`config.mk`:
```
export PLATFORM = sky130hd
export DESIGN_NAME = fp16_mul_arbiter
export DESIGN_NICKNAME = d
export VERILOG_FILES = /design/src/rtl/fp16_mul_arbiter.sv
export SDC_FILE = /design/constraint.sdc
export NUM_CORES = 1
export LEC_CHECK = 0
export CORE_MARGIN = 4
export CORE_UTILIZATION = 35
export CTS_BUF_LIST = sky130_fd_sc_hd__clkbuf_2 sky130_fd_sc_hd__clkbuf_4 sky130_fd_sc_hd__clkbuf_8
export CTS_CLUSTER_DIAMETER = 200
export DETAILED_ROUTE_END_ITERATION = 10
export HOLD_SLACK_MARGIN = 0.02
export SLEW_MARGIN = 15
export SYNTH_ARGS = -nofsm -noshare
export SYNTH_HDL_FRONTEND = slang
export SYNTH_SLANG_ARGS = --single-unit
```
`constraint.sdc`:
```
create_clock -name clk_i -period 29 [get_ports clk_i]
set_input_delay 4.35 -clock clk_i [delete_from_list [all_inputs] [get_ports clk_i]]
set_output_delay 4.35 -clock clk_i [all_outputs]
set_load 0.01 [all_outputs]
```
`src/rtl/fp16_mul_arbiter.sv`:
```
// fp16_mul_arbiter: round-robin arbiter sharing one combinational fp16_mul
// between NUM_REQ requesters, followed by a LATENCY-stage result pipeline.
// Optional feature macro: FP16_MUL_ARB_FFLAGS_EN (per-requester sticky flags).

// Combinational FP16 multiplier, fpnew-style interface and rounding encoding.
module fp16_mul (
   input  logic [31:0] operands_i,
   input  logic [1:0]  is_boxed_i,
   input  logic [2:0]  rnd_mode_i,
   output logic [15:0] result_o,
   output logic [4:0]  status_o
);
   localparam logic [15:0] QNAN = 16'h7E00;

   logic [15:0] a, b;
   logic        sign;
   logic        a_nan, a_snan, a_inf, a_zero;
   logic        b_nan, b_snan, b_inf, b_zero;
   logic [10:0] ma, mb;
   logic [4:0]  ea, eb;
   logic [21:0] prod, pn;
   logic [4:0]  lz;
   logic        found;
   logic signed [7:0] exp_s;
   logic        tiny;
   logic [7:0]  sh_raw;
   logic [4:0]  sh;
   logic [47:0] wide;
   logic [10:0] keep;
   logic        g, st, nx, inc, ovf, ovf_inf, uf;
   logic [4:0]  ef_m1;
   logic [14:0] base, rounded;

   // Unboxed operands are treated as the canonical NaN.
   assign a = is_boxed_i[0] ? operands_i[15:0]  : QNAN;
   assign b = is_boxed_i[1] ? operands_i[31:16] : QNAN;
   assign sign = a[15] ^ b[15];

   assign a_nan  = (&a[14:10]) & (|a[9:0]);
   assign a_snan = a_nan & ~a[9];
   assign a_inf  = (&a[14:10]) & ~(|a[9:0]);
   assign a_zero = ~(|a[14:0]);
   assign b_nan  = (&b[14:10]) & (|b[9:0]);
   assign b_snan = b_nan & ~b[9];
   assign b_inf  = (&b[14:10]) & ~(|b[9:0]);
   assign b_zero = ~(|b[14:0]);

   // Subnormals use exponent 1 with no hidden bit.
   assign ma = {|a[14:10], a[9:0]};
   assign mb = {|b[14:10], b[9:0]};
   assign ea = (a[14:10] == 5'd0) ? 5'd1 : a[14:10];
   assign eb = (b[14:10] == 5'd0) ? 5'd1 : b[14:10];
   assign prod = 22'(ma) * 22'(mb);

   // Leading-zero count of the raw product.
   always_comb begin
      lz    = 5'd0;
      found = 1'b0;
      for (int i = 21; i >= 0; i--) begin
         if (!found && prod[i]) begin
            lz    = 5'(21 - i);
            found = 1'b1;
         end
      end
   end

   // Normalised product 1.f * 2^(exp_s - 15); tiny results shift right into subnormal range.
   assign pn      = prod << lz;
   assign exp_s   = 8'(ea) + 8'(eb) - 8'd14 - 8'(lz);
   assign tiny    = exp_s < 8'sd1;
   assign sh_raw  = 8'd1 - exp_s;
   assign sh      = tiny ? ((sh_raw > 8'd24) ? 5'd24 : sh_raw[4:0]) : 5'd0;
   assign wide    = {pn, 26'd0} >> sh;
   assign keep    = wide[47:37];
   assign g       = wide[36];
   assign st      = |wide[35:0];
   assign nx      = g | st;

   // Hidden bit adds one exponent step, so the field is built as (E-1)*1024 + keep.
   assign ef_m1   = tiny ? 5'd0 : (exp_s[4:0] - 5'd1);
   assign base    = {ef_m1, 10'd0} + 15'(keep);
   assign rounded = base + 15'(inc);
   assign ovf     = (exp_s > 8'sd30) | (rounded[14:10] == 5'h1f);
   assign uf      = nx & (rounded[14:10] == 5'd0);

   // Rounding increment and overflow target per rounding mode.
   always_comb begin
      inc     = g & (st | keep[0]);
      ovf_inf = 1'b1;
      case (rnd_mode_i)
         3'b001: begin inc = 1'b0;          ovf_inf = 1'b0;  end
         3'b010: begin inc = sign & nx;     ovf_inf = sign;  end
         3'b011: begin inc = ~sign & nx;    ovf_inf = ~sign; end
         3'b100: begin inc = g;             ovf_inf = 1'b1;  end
         default: ;
      endcase
   end

   // Special-case priority, then overflow, then the rounded finite result.
   always_comb begin
      result_o = {sign, rounded};
      status_o = {3'b000, uf, nx};
      if (a_nan || b_nan) begin
         result_o = QNAN;
         status_o = {a_snan | b_snan, 4'b0000};
      end else if ((a_inf && b_zero) || (a_zero && b_inf)) begin
         result_o = QNAN;
         status_o = 5'b10000;
      end else if (a_inf || b_inf) begin
         result_o = {sign, 15'h7C00};
         status_o = 5'b00000;
      end else if (a_zero || b_zero) begin
         result_o = {sign, 15'h0000};
         status_o = 5'b00000;
      end else if (ovf) begin
         result_o = ovf_inf ? {sign, 15'h7C00} : {sign, 15'h7BFF};
         status_o = 5'b00101;
      end
   end
endmodule

module fp16_mul_arbiter #(
   parameter  int unsigned NUM_REQ = 4,
   parameter  int unsigned LATENCY = 2,
   localparam int unsigned IDW     = $clog2(NUM_REQ)
) (
   input  logic                   clk_i,
   input  logic                   rst_i,
   input  logic [NUM_REQ-1:0]     req_valid_i,
   output logic [NUM_REQ-1:0]     req_ready_o,
   input  logic [NUM_REQ*16-1:0]  req_op_a_i,
   input  logic [NUM_REQ*16-1:0]  req_op_b_i,
   input  logic [NUM_REQ*3-1:0]   req_rnd_i,
   output logic                   resp_valid_o,
   input  logic                   resp_ready_i,
   output logic [IDW-1:0]         resp_id_o,
   output logic [15:0]            resp_result_o,
   output logic [4:0]             resp_status_o,
   output logic                   busy_o,
   output logic [NUM_REQ*5-1:0]   fflags_o,
   input  logic [NUM_REQ-1:0]     fflags_clr_i
);
   logic           stall, grant_found, issue;
   logic [IDW-1:0] grant_idx;
   logic [IDW-1:0] rr_ptr_q, rr_ptr_d;
   logic [15:0]    op_a, op_b, core_res;
   logic [2:0]     op_rnd;
   logic [4:0]     core_st;

   logic           vld_q [LATENCY];
   logic [IDW-1:0] id_q  [LATENCY];
   logic [15:0]    res_q [LATENCY];
   logic [4:0]     st_q  [LATENCY];

   assign stall = resp_valid_o & ~resp_ready_i;

   // First valid requester at or after rr_ptr, with wrap-around.
   always_comb begin
      int unsigned cand;
      grant_found = 1'b0;
      grant_idx   = '0;
      cand        = 0;
      for (int i = 0; i < NUM_REQ; i++) begin
         cand = (32'(rr_ptr_q) + 32'(i)) % NUM_REQ;
         if (!grant_found && req_valid_i[IDW'(cand)]) begin
            grant_found = 1'b1;
            grant_idx   = IDW'(cand);
         end
      end
   end

   assign issue       = grant_found & ~stall & ~rst_i;
   assign req_ready_o = issue ? (NUM_REQ'(1) << grant_idx) : '0;

   assign op_a   = 16'(req_op_a_i >> {grant_idx, 4'b0000});
   assign op_b   = 16'(req_op_b_i >> {grant_idx, 4'b0000});
   assign op_rnd = 3'(req_rnd_i >> (32'(grant_idx) * 3));

   fp16_mul u_core (
      .operands_i (32'({op_b, op_a})),
      .is_boxed_i (2'b11),
      .rnd_mode_i (op_rnd),
      .result_o   (core_res),
      .status_o   (core_st)
   );

   // Pointer advances past the granted requester only on a handshake.
   always_comb begin
      rr_ptr_d = rr_ptr_q;
      if (issue) begin
         rr_ptr_d = (32'(grant_idx) == NUM_REQ - 1) ? '0 : grant_idx + IDW'(1);
      end
   end

   // Round-robin pointer register.
   always_ff @(posedge clk_i) begin
      if (rst_i) rr_ptr_q <= '0;
      else       rr_ptr_q <= rr_ptr_d;
   end

   // Result pipeline: stage 0 captures the issue (or a bubble), whole pipe holds on stall.
   always_ff @(posedge clk_i) begin
      if (rst_i) begin
         for (int s = 0; s < LATENCY; s++) begin
            vld_q[s] <= 1'b0;
            id_q[s]  <= '0;
            res_q[s] <= '0;
            st_q[s]  <= '0;
         end
      end else if (!stall) begin
         vld_q[0] <= issue;
         id_q[0]  <= grant_idx;
         res_q[0] <= core_res;
         st_q[0]  <= core_st;
         for (int s = 1; s < LATENCY; s++) begin
            vld_q[s] <= vld_q[s-1];
            id_q[s]  <= id_q[s-1];
            res_q[s] <= res_q[s-1];
            st_q[s]  <= st_q[s-1];
         end
      end
   end

   assign resp_valid_o  = vld_q[LATENCY-1];
   assign resp_id_o     = id_q[LATENCY-1];
   assign resp_result_o = res_q[LATENCY-1];
   assign resp_status_o = st_q[LATENCY-1];

   // Busy whenever any stage holds a valid result.
   always_comb begin
      busy_o = 1'b0;
      for (int s = 0; s < LATENCY; s++) busy_o = busy_o | vld_q[s];
   end

`ifdef FP16_MUL_ARB_FFLAGS_EN
   logic [NUM_REQ*5-1:0] fflags_q, fflags_d;
   logic                 resp_hs;

   assign resp_hs = resp_valid_o & resp_ready_i;

   // Sticky flags: a clear in the same cycle as new flags keeps the new flags.
   always_comb begin
      fflags_d = fflags_q;
      for (int k = 0; k < NUM_REQ; k++) begin
         fflags_d[5*k +: 5] = (fflags_clr_i[k] ? 5'd0 : fflags_q[5*k +: 5]) |
                              ((resp_hs && (32'(resp_id_o) == k)) ? resp_status_o : 5'd0);
      end
   end

   // Sticky flag register.
   always_ff @(posedge clk_i) begin
      if (rst_i) fflags_q <= '0;
      else       fflags_q <= fflags_d;
   end

   assign fflags_o = fflags_q;
`else
   logic unused_fflags_clr;
   assign unused_fflags_clr = |fflags_clr_i;
   assign fflags_o = '0;
`endif
endmodule

```
**Word-level counts from Yosys, hierarchy flattened**

Memories as Yosys holds them, arrays and structs flattened.
Cells that the tools add are included.

- Bits in registers: 2
- RAM bits: 48
- Bits of input ports: 151
- Output and inout bits: 49
- Word-level logic and storage cells: 231
- Memories: 4

- Add/sub/neg operators: 11
- Multipliers: 2
- Order comparisons: 7
- Equality and inequality tests: 6
- Shift-type cells: 6
- Muxes and demuxes: 91
- Bitwise logic cells: 37
- Reduce and logical (&&, ||, !) cells: 66

Memory list:

| name | words | width | rd ports | clocked after Yosys merged registers in | write ports | line | source |
|---|---|---|---|---|---|---|---|
| res_q | 2 | 16 | 2 | 0 | 2 | 152 | `logic [15:0] res_q [LATENCY];` |
| st_q | 2 | 5 | 2 | 0 | 2 | 153 | `logic [4:0] st_q [LATENCY];` |
| id_q | 2 | 2 | 2 | 0 | 2 | 151 | `logic [IDW-1:0] id_q [LATENCY];` |
| vld_q | 2 | 1 | 2 | 0 | 2 | 150 | `logic vld_q [LATENCY];` |

Operators by type and width:

| operator | number |
|---|---|
| $shr A64 B6 Y16 | 2 |
| $mux W5 | 17 |
| $mux W16 | 4 |
| $shr A48 B5 Y48 | 1 |
| $mux W15 | 3 |
| $mux W1 | 37 |
| $mux W4 | 9 |
| $reduce_or A36 Y1 | 1 |
| $reduce_or A15 Y1 | 2 |
| $logic_and A1 B1 Y1 | 26 |
| $logic_not A1 Y1 | 24 |
| $mul A11 B11 Y22 | 1 |
| $shl A22 B5 Y22 | 1 |
| $reduce_or A10 Y1 | 2 |
| $mux W2 | 9 |
| $add A15 B1 Y15 | 1 |
| $add A15 B11 Y15 | 1 |
| $logic_not A5 Y1 | 3 |
| $mux W3 | 5 |
| $and A1 B1 Y1 | 13 |
| $or A1 B1 Y1 | 13 |
| $lt A2 B3 Y1 const B | 4 |
| $shr A12 B4 Y3 | 1 |
| $mux W11 | 1 |
| other kinds (25) | 45 |

**Logic depth before layout (Yosys ltp)**

- Depth after elaboration: 98
- Mapped depth: 73

**Modules after synthesis**

A second synthesis with hierarchy kept.

- Cells, all modules: 1685
- Area, all modules: 13255.2 µm²

Modules (own cells, without submodules):

| module | instances | cells each | area each (µm²) | sequential area each (µm²) |
|---|---|---|---|---|
| fp16_mul | 1 | 1389 | 9688.0 | 0.0 |
| fp16_mul_arbiter | 1 | 296 | 3567.2 | 1481.4 |

**Least setup slack after synthesis**

No wires, ideal clock.

- Kind: input-to-reg
- Start: in req_valid_i[2]
- End: mem res_q[0][1] (data pin)
- Setup time: 0.265 ns
- Arrival: 19.497 ns
- Data required time: 28.735 ns
- Path slack: 9.238 ns
- Stages: 70
- Path through: nor2b_1 a211oi_1 nor2_1 clkbuf_1 clkbuf_1 clkbuf_1 nand2_1 nand3_1 o21ai_0 nand2_1 nor4_1 clkbuf_1 inv_1 nand3_1 fa_1 fa_1 inv_1 fa_1 [34 not listed] a311oi_1 a211oi_1 o21bai_1 nor4_1 o21ai_0 nor4b_1 o21ai_0 and3_1 ha_1 ha_1 nand4_1 a211oi_1 and4b_1 o31a_1 a311o_1 o31a_1 buf_6 mux2i_1

RTL lines:

| what | line | source |
|---|---|---|
| start, declared | 129 | `input logic [NUM_REQ-1:0] req_valid_i,` |
| end, declared | 152 |  |

==> run metrics <==
skew final 0.0110 ns; share of the synthesized area in the top cell type around an eighth; CTS max path bufs 2; Seq/Total Area, Yosys ~11%; vias in the first global route roughly 12000; max-cap viol count 0; drt wl/cell around 19 um; clk slew on worst S/H paths around 0.080 ns; post-CTS repair timing setup buffer count 0; Gate Count Post-Synth 1698; vias per inst 5.70; WP buf/inv 11; Setup TNS 0 ns; Post-route DRC 0; cts hold-fix bufs 0; Max Fclk 0.0444 GHz; Vias between 10000 and 15000; PortBufs approximately 170; Post-Syn Area roughly 13000 um2; Slew Viols, Final 0; clock period minus worst slack 22.52 ns; asr flop ratio synth 0%; Detailed Place HPWL around 34 mm; Worst Setup End Kind flip-flop; Die Width ~200 um; most frequent cell after synthesis nand2_1; Synth top cells by count nand2_1, inv_1, nor2_1; met1 Usage GRT 28.3%; Total Wirelength about 42 mm; hold depth 1; initial drt markers roughly 1200; CTS tree yes; Max stage delay cell, worst path and3_1; average size of a mapped cell between 7 and 8 um2; fillers about 3700; Initial DRT Pass Iterations 8; Post-synth top flop edfxtp_1; CTS resizes 0; critical path class primary input to flip-flop; instance count on the critical path 61; #FFs+latches synth 48; GRT Resource Usage Total about a fifth; worst hold path type flip-flop to flip-flop; unrepaired setup endpoints after global routing false; floorplan core area 35500 um2; status finished clean; max incr delay on CP ~0.99 ns; Area growth syn-to-layout 15.5%; CP Launch Type primary input; Min-Delay Endpoint st_q[0][6]; # IOs 200; endpoints failing setup 0; critical path peak fanout 57; ratio of cells with drive above 1 in the final layout 5.92%; RD Place Congestion approximately 0.94; Worst R2R Path Depth 60; Clock Sink Count 48; Synth cell types between 100 and 150; GR peak layer met2; # diodes 0; Final Hold Vio Count 0; total grt overflow 0; Reg-to-Reg Start rr_ptr_q[1]; CP top delay family compound AO/OA/AOI/OAI gates; Clock Latency Late Sink 0.30 ns; GR Layer Usage met2 a little under two fifths; initial core utilization a little over a third; ANT nets after route 0; Die Ht roughly 200 um; EDFF count, synth 46; largest net degree at the start of global routing 67; initial antenna violation count 0; clock root cell clkbuf_8; r2r endpoint res_q[0][7]; hold path startpoint st_q[0][1]; H-tree depth 2; die area 39000 um2; total CTS buffers 5; nets roughly 2100; Critical Path AT between 20 and 25 ns; internal reg-to-reg setup slack approximately 11 ns; CP required between 20 and 30 ns; row cnt 69; first-pass GRT wire length between 60 and 70 mm; Yosys warnings 0; area leader, netlist fa_1; actual slew at the worst max-slew pin between 1 and 1.5 ns; Final period util approximately 78%; synth top area cells fa_1, edfxtp_1, ha_1; met3 usage around 1.6%; Slew Limit Headroom between 20 and 30%
==> cell usage in the layout, fill, tap and decap left out, drive strengths merged, types with 16 or more instances in the layout <==
master,netlist,routed
nand2,278,278
clkdlybuf4s50,0,174
inv,155,155
nor2,144,144
nand3,106,106
ha,85,85
fa,82,82
a21oi,72,72
o21ai,68,68
and2,50,50
edfxtp,46,46
a211oi,36,36
nor3,35,35
and3,31,31
o211ai,27,27
a31oi,27,27
nand4,21,21
conb,1,21
xnor2,20,20
mux2i,19,19
buf,76,18
xor2,17,17
a22oi,17,17
a21o,16,16
==> cells by family (layout without fill, tap and decap cells) <==
group                      Yosys count  after routing  share of synthesized area, %
and+or+nand+nor                    740            740                          27.9
DFF                                 48             48                          11.3
xor gates and xnor gates            37             37                          2.76
buffers and inverters              282            355                          10.4
muxes                               26             26                          2.17
other                                1             21                        0.0299
adders and majority gates          167            167                          21.5
AOI/OAI and AO/OA                  397            397                          23.9
==> layer usage <==
metal | share of wire, % | vias to the layer above
met5 | 0 | -
met4 | 1.1 | 0
met3 | 5.9 | 38
met2 | 49 | 404
met1 | 43 | 6247
li1 | - | 6151
==> through the flow <==
stage	hold WS (ns)	area [um2]	utilization, %	cells	setup WS, ns
after global placement	0.498	14400	40.5	2244	6.54
final	0.520	14500	40.9	2252	6.48
after global routing	0.540	14500	40.9	2252	5.23
after detailed placement	0.503	14400	40.5	2244	6.42
after CTS	0.521	14500	40.8	2252	6.70
after floorplan	0.497	12600	-	1718	9.24
==> final cells by class <==
class	count	area [um2]	share of cell area [%]
inverters	155	584	4.03
multi-input cells	1388	9930	68.5
clock inverters	3	42.5	0.293
repair buffers	192	1880	12.9
flip-flops and latches	48	1420	9.80
well taps	461	577	3.98
clock buffers	5	68.8	0.475
==> registers in the layout (all words and copies together), names as in the netlist <==
signal and cells:
res_q 32, st_q 8, id_q 4, rr_ptr_q 2, vld_q 2
==> worst max-delay path by stage <==
stage                        start           to  slack (ns)
finish              req_valid_i[0]  res_q[0][7]        6.48
global route        req_valid_i[0]  res_q[0][7]        5.23
CTS                 req_valid_i[0]  res_q[0][7]        6.70
detailed placement  req_valid_i[0]  res_q[0][7]        6.42
global placement    req_valid_i[0]  res_q[0][6]        6.54
floorplan           req_valid_i[2]  res_q[0][1]        9.24
==> worst register-to-register path, delay by kind of cell (launching register included) <==
family,cells,cell delay [ns]
adders and majority gates,11,4.45
and+or+nand+nor,17,4.47
AOI/OAI and AO/OA,19,6.02
DFF,1,0.38
muxes,1,0.20
buffers and inverters,10,1.58
xor gates and xnor gates,2,0.94
Power is left out: the tool's default activity adds up to more than one toggle a clock period on the data nets, which glitch-free logic cannot reach.
==> RTL edit: new RTL, same settings <==
Change the parameter `LATENCY` from 2 to 4.
--- a/src/rtl/fp16_mul_arbiter.sv
+++ b/src/rtl/fp16_mul_arbiter.sv
@@ -123,3 +123,3 @@
    parameter  int unsigned NUM_REQ = 4,
-   parameter  int unsigned LATENCY = 2,
+   parameter  int unsigned LATENCY = 4,
    localparam int unsigned IDW     = $clog2(NUM_REQ)
Function: changed (Yosys sat finds a counterexample within 4 cycles, from zero or initial values and one cycle with rst_i high).
==> RTL edit against the unedited design <==
- area after synthesis rose by 11%
- non-clock buffer count stayed put
- design area up 13%
- sequential cell count increased by 46
- clock skew is 0.55 ps lower
- routed wire length rose by 4.0%
- worst setup slack improved by 95 ps
- fmax grew 0.42%
- hold slack worse by 2.8 ps
- critical path depth is 4 lower
- critical path type unchanged
- largest cell class unchanged
- highest routed layer unchanged
Power is left out: the tool's default activity adds up to more than one toggle a clock period on the data nets, which glitch-free logic cannot reach.
==> RTL edit: results (changes against the unedited design) <==
Run status
  • Status: completed

Logic synthesis
  • Number of flops mapped to enable cells by yosys: 92 (+100%)
  • Count of cell types in the netlist: 105 (-6.3%)
  • Synth Area in XOR/XNOR: 2.18% (-0.58 points)
  • Synth Area in Compound Gates: 20.7% (-3.1 points)
  • Sequential fraction of the synthesis area: 20.0% (+8.7 points)
  • Synth Area in Adders: 19.3% (-2.2 points)
  • Top cells by area, synth: edfxtp_1 (20%), fa_1 (12%), ha_1 (7.6%)
  • Mux cell area share after synthesis: 2.58% (+0.41 points)
  • Synth Area per Inst: 7.84 um^2 (+6.0%)
  • Synthesis Warnings: 0 (unchanged)
  • Top-count cell post-synth: nand2_1
  • Asr flop ratio synth: 0% (unchanged)
  • Top cell types by occurrence after synthesis: nand2_1 (280), inv_1 (159), nor2_1 (159)

CTS
  • Clock transition at path regs: 100 ps (+20 ps)
  • PostCTS Resize Cnt: 0 (unchanged)
  • CTS root buf: clkbuf_8
  • Clock Latency Late Sink: 360 ps (+60 ps)
  • Longest Clk Path Bufs: 2 (unchanged)
  • TritonCTS buffer count: 9 (+4)
  • H-tree Lvls: 3 (+1)

Detailed routing
  • Wire per inst: 17.9 um (-3.5%)
  • Initial drt markers: 1178 (+0.43%)
  • First-pass iteration count of the detailed router: 6 (-2)
  • Number of vias per cell: 5.50 (-3.6%)

Worst setup path
  • Max stage delay on crit path: 840 ps (-150 ps)
  • CP Max Fanout: 35 (-39%)
  • CP max-delay cell: nor4b_1
  • Top delay family on crit path: simple AND/OR/NAND/NOR gates
  • Worst Path Arrival: 22520 ps (-20 ps)

Final layout
  • Layout cell share with drive strength beyond 1: 5.65% (-0.27 points)
  • Final net count: 2224 (+5.5%)
  • Fillers: 4020 (+8.8%)
  • Register area: 2800 um^2 (+97%)
  • Largest registers: res_q: 64 flops, st_q: 16 flops, id_q: 8 flops
  • Final std cells w/o fill: 2429 (+7.9%)

Placed design
  • Final Wtd Congestion: 0.937 (-0.41%)
  • Detailed Place HPWL: 35000 um (+4.3%)
  • Pre-CTS setup slack: 6530 ps (+113 ps)
  • DP Area: 16100 um^2 (+12%)
  • PortBufs: 174 (unchanged)

Min path
  • Hold WC Path Type: reg2reg

STA
  • Setup_tns: 0 ps (unchanged)
  • Final Skew: 10.5 ps (-0.548 ps)
  • Worst Tran Pin Value: 1120 ps (+24.3 ps)

Global route
  • Largest net degree at the start of global routing: 69 (+3.0%)
  • First-pass GRT wire length: 71000 um (+6.5%)
  • Gr usage total: 19.5% (-1.2 points)
  • Vias in the first global route: 13.0k (+5.5%)
[RTL edit: cell count changes after synthesis, sizes merged, moves of 6 or more]
cell,change
edfxtp,+46
and2,+45
buf,-28
nand3,-20
nor2,+17
a21boi,+10
a22oi,-10
a311oi,-8
mux2i,+8
a21oi,+7
a31oi,-6
inv,+6
[RTL edit: logic make-up after synthesis]
group / after synthesis
other: 1
muxes: 35
DFF: 94
xor gates and xnor gates: 34
AOI/OAI and AO/OA: 399
buffers and inverters: 262
adders and majority gates: 167
and+or+nand+nor: 791
[RTL edit: final cells by class]
cell class	instances	share of cell area [%]
clock buffers	9	0.757
well taps	518	3.96
inverters	162	3.72
multi-input cells	1447	62.4
flip-flops and latches	94	17.1
repair buffers	192	11.5
clock inverters	7	0.550
[RTL edit: path summary, 6_finish.rpt]
check / startpoint / endpoint / slack, ps / depth (start not counted)
max: req_valid_i[2] / res_q[0][7] / 6580 / 57
min: st_q[1][0] / st_q[2][0] / 520 / 1
max reg2reg: rr_ptr_q[1] / res_q[0][7] / 10700 / 56
min reg2reg: st_q[1][0] / st_q[2][0] / 520 / 1
[RTL edit: layer usage]
metal / vias up / GRT usage, % / wire length [um]
met5: - / 0 / 0
met4: 0 / 4.10 / 803
met3: 66 / 2.90 / 2860
met2: 441 / 31.8 / 20100
met1: 6351 / 27.6 / 19800
li1: 6499 / - / -
[RTL edit: worst reg2reg max path, delay by kind of cell (launching register included)]
family                   cells  cell delay, ps
buffers and inverters        8            1630
multiplexers                 1             190
XOR/XNOR                     1             400
flip-flops                   1             440
AO/OA/AOI/OAI               15            5240
AND/OR/NAND/NOR             21            5760
adder cells (fa/ha/maj)     10            4380
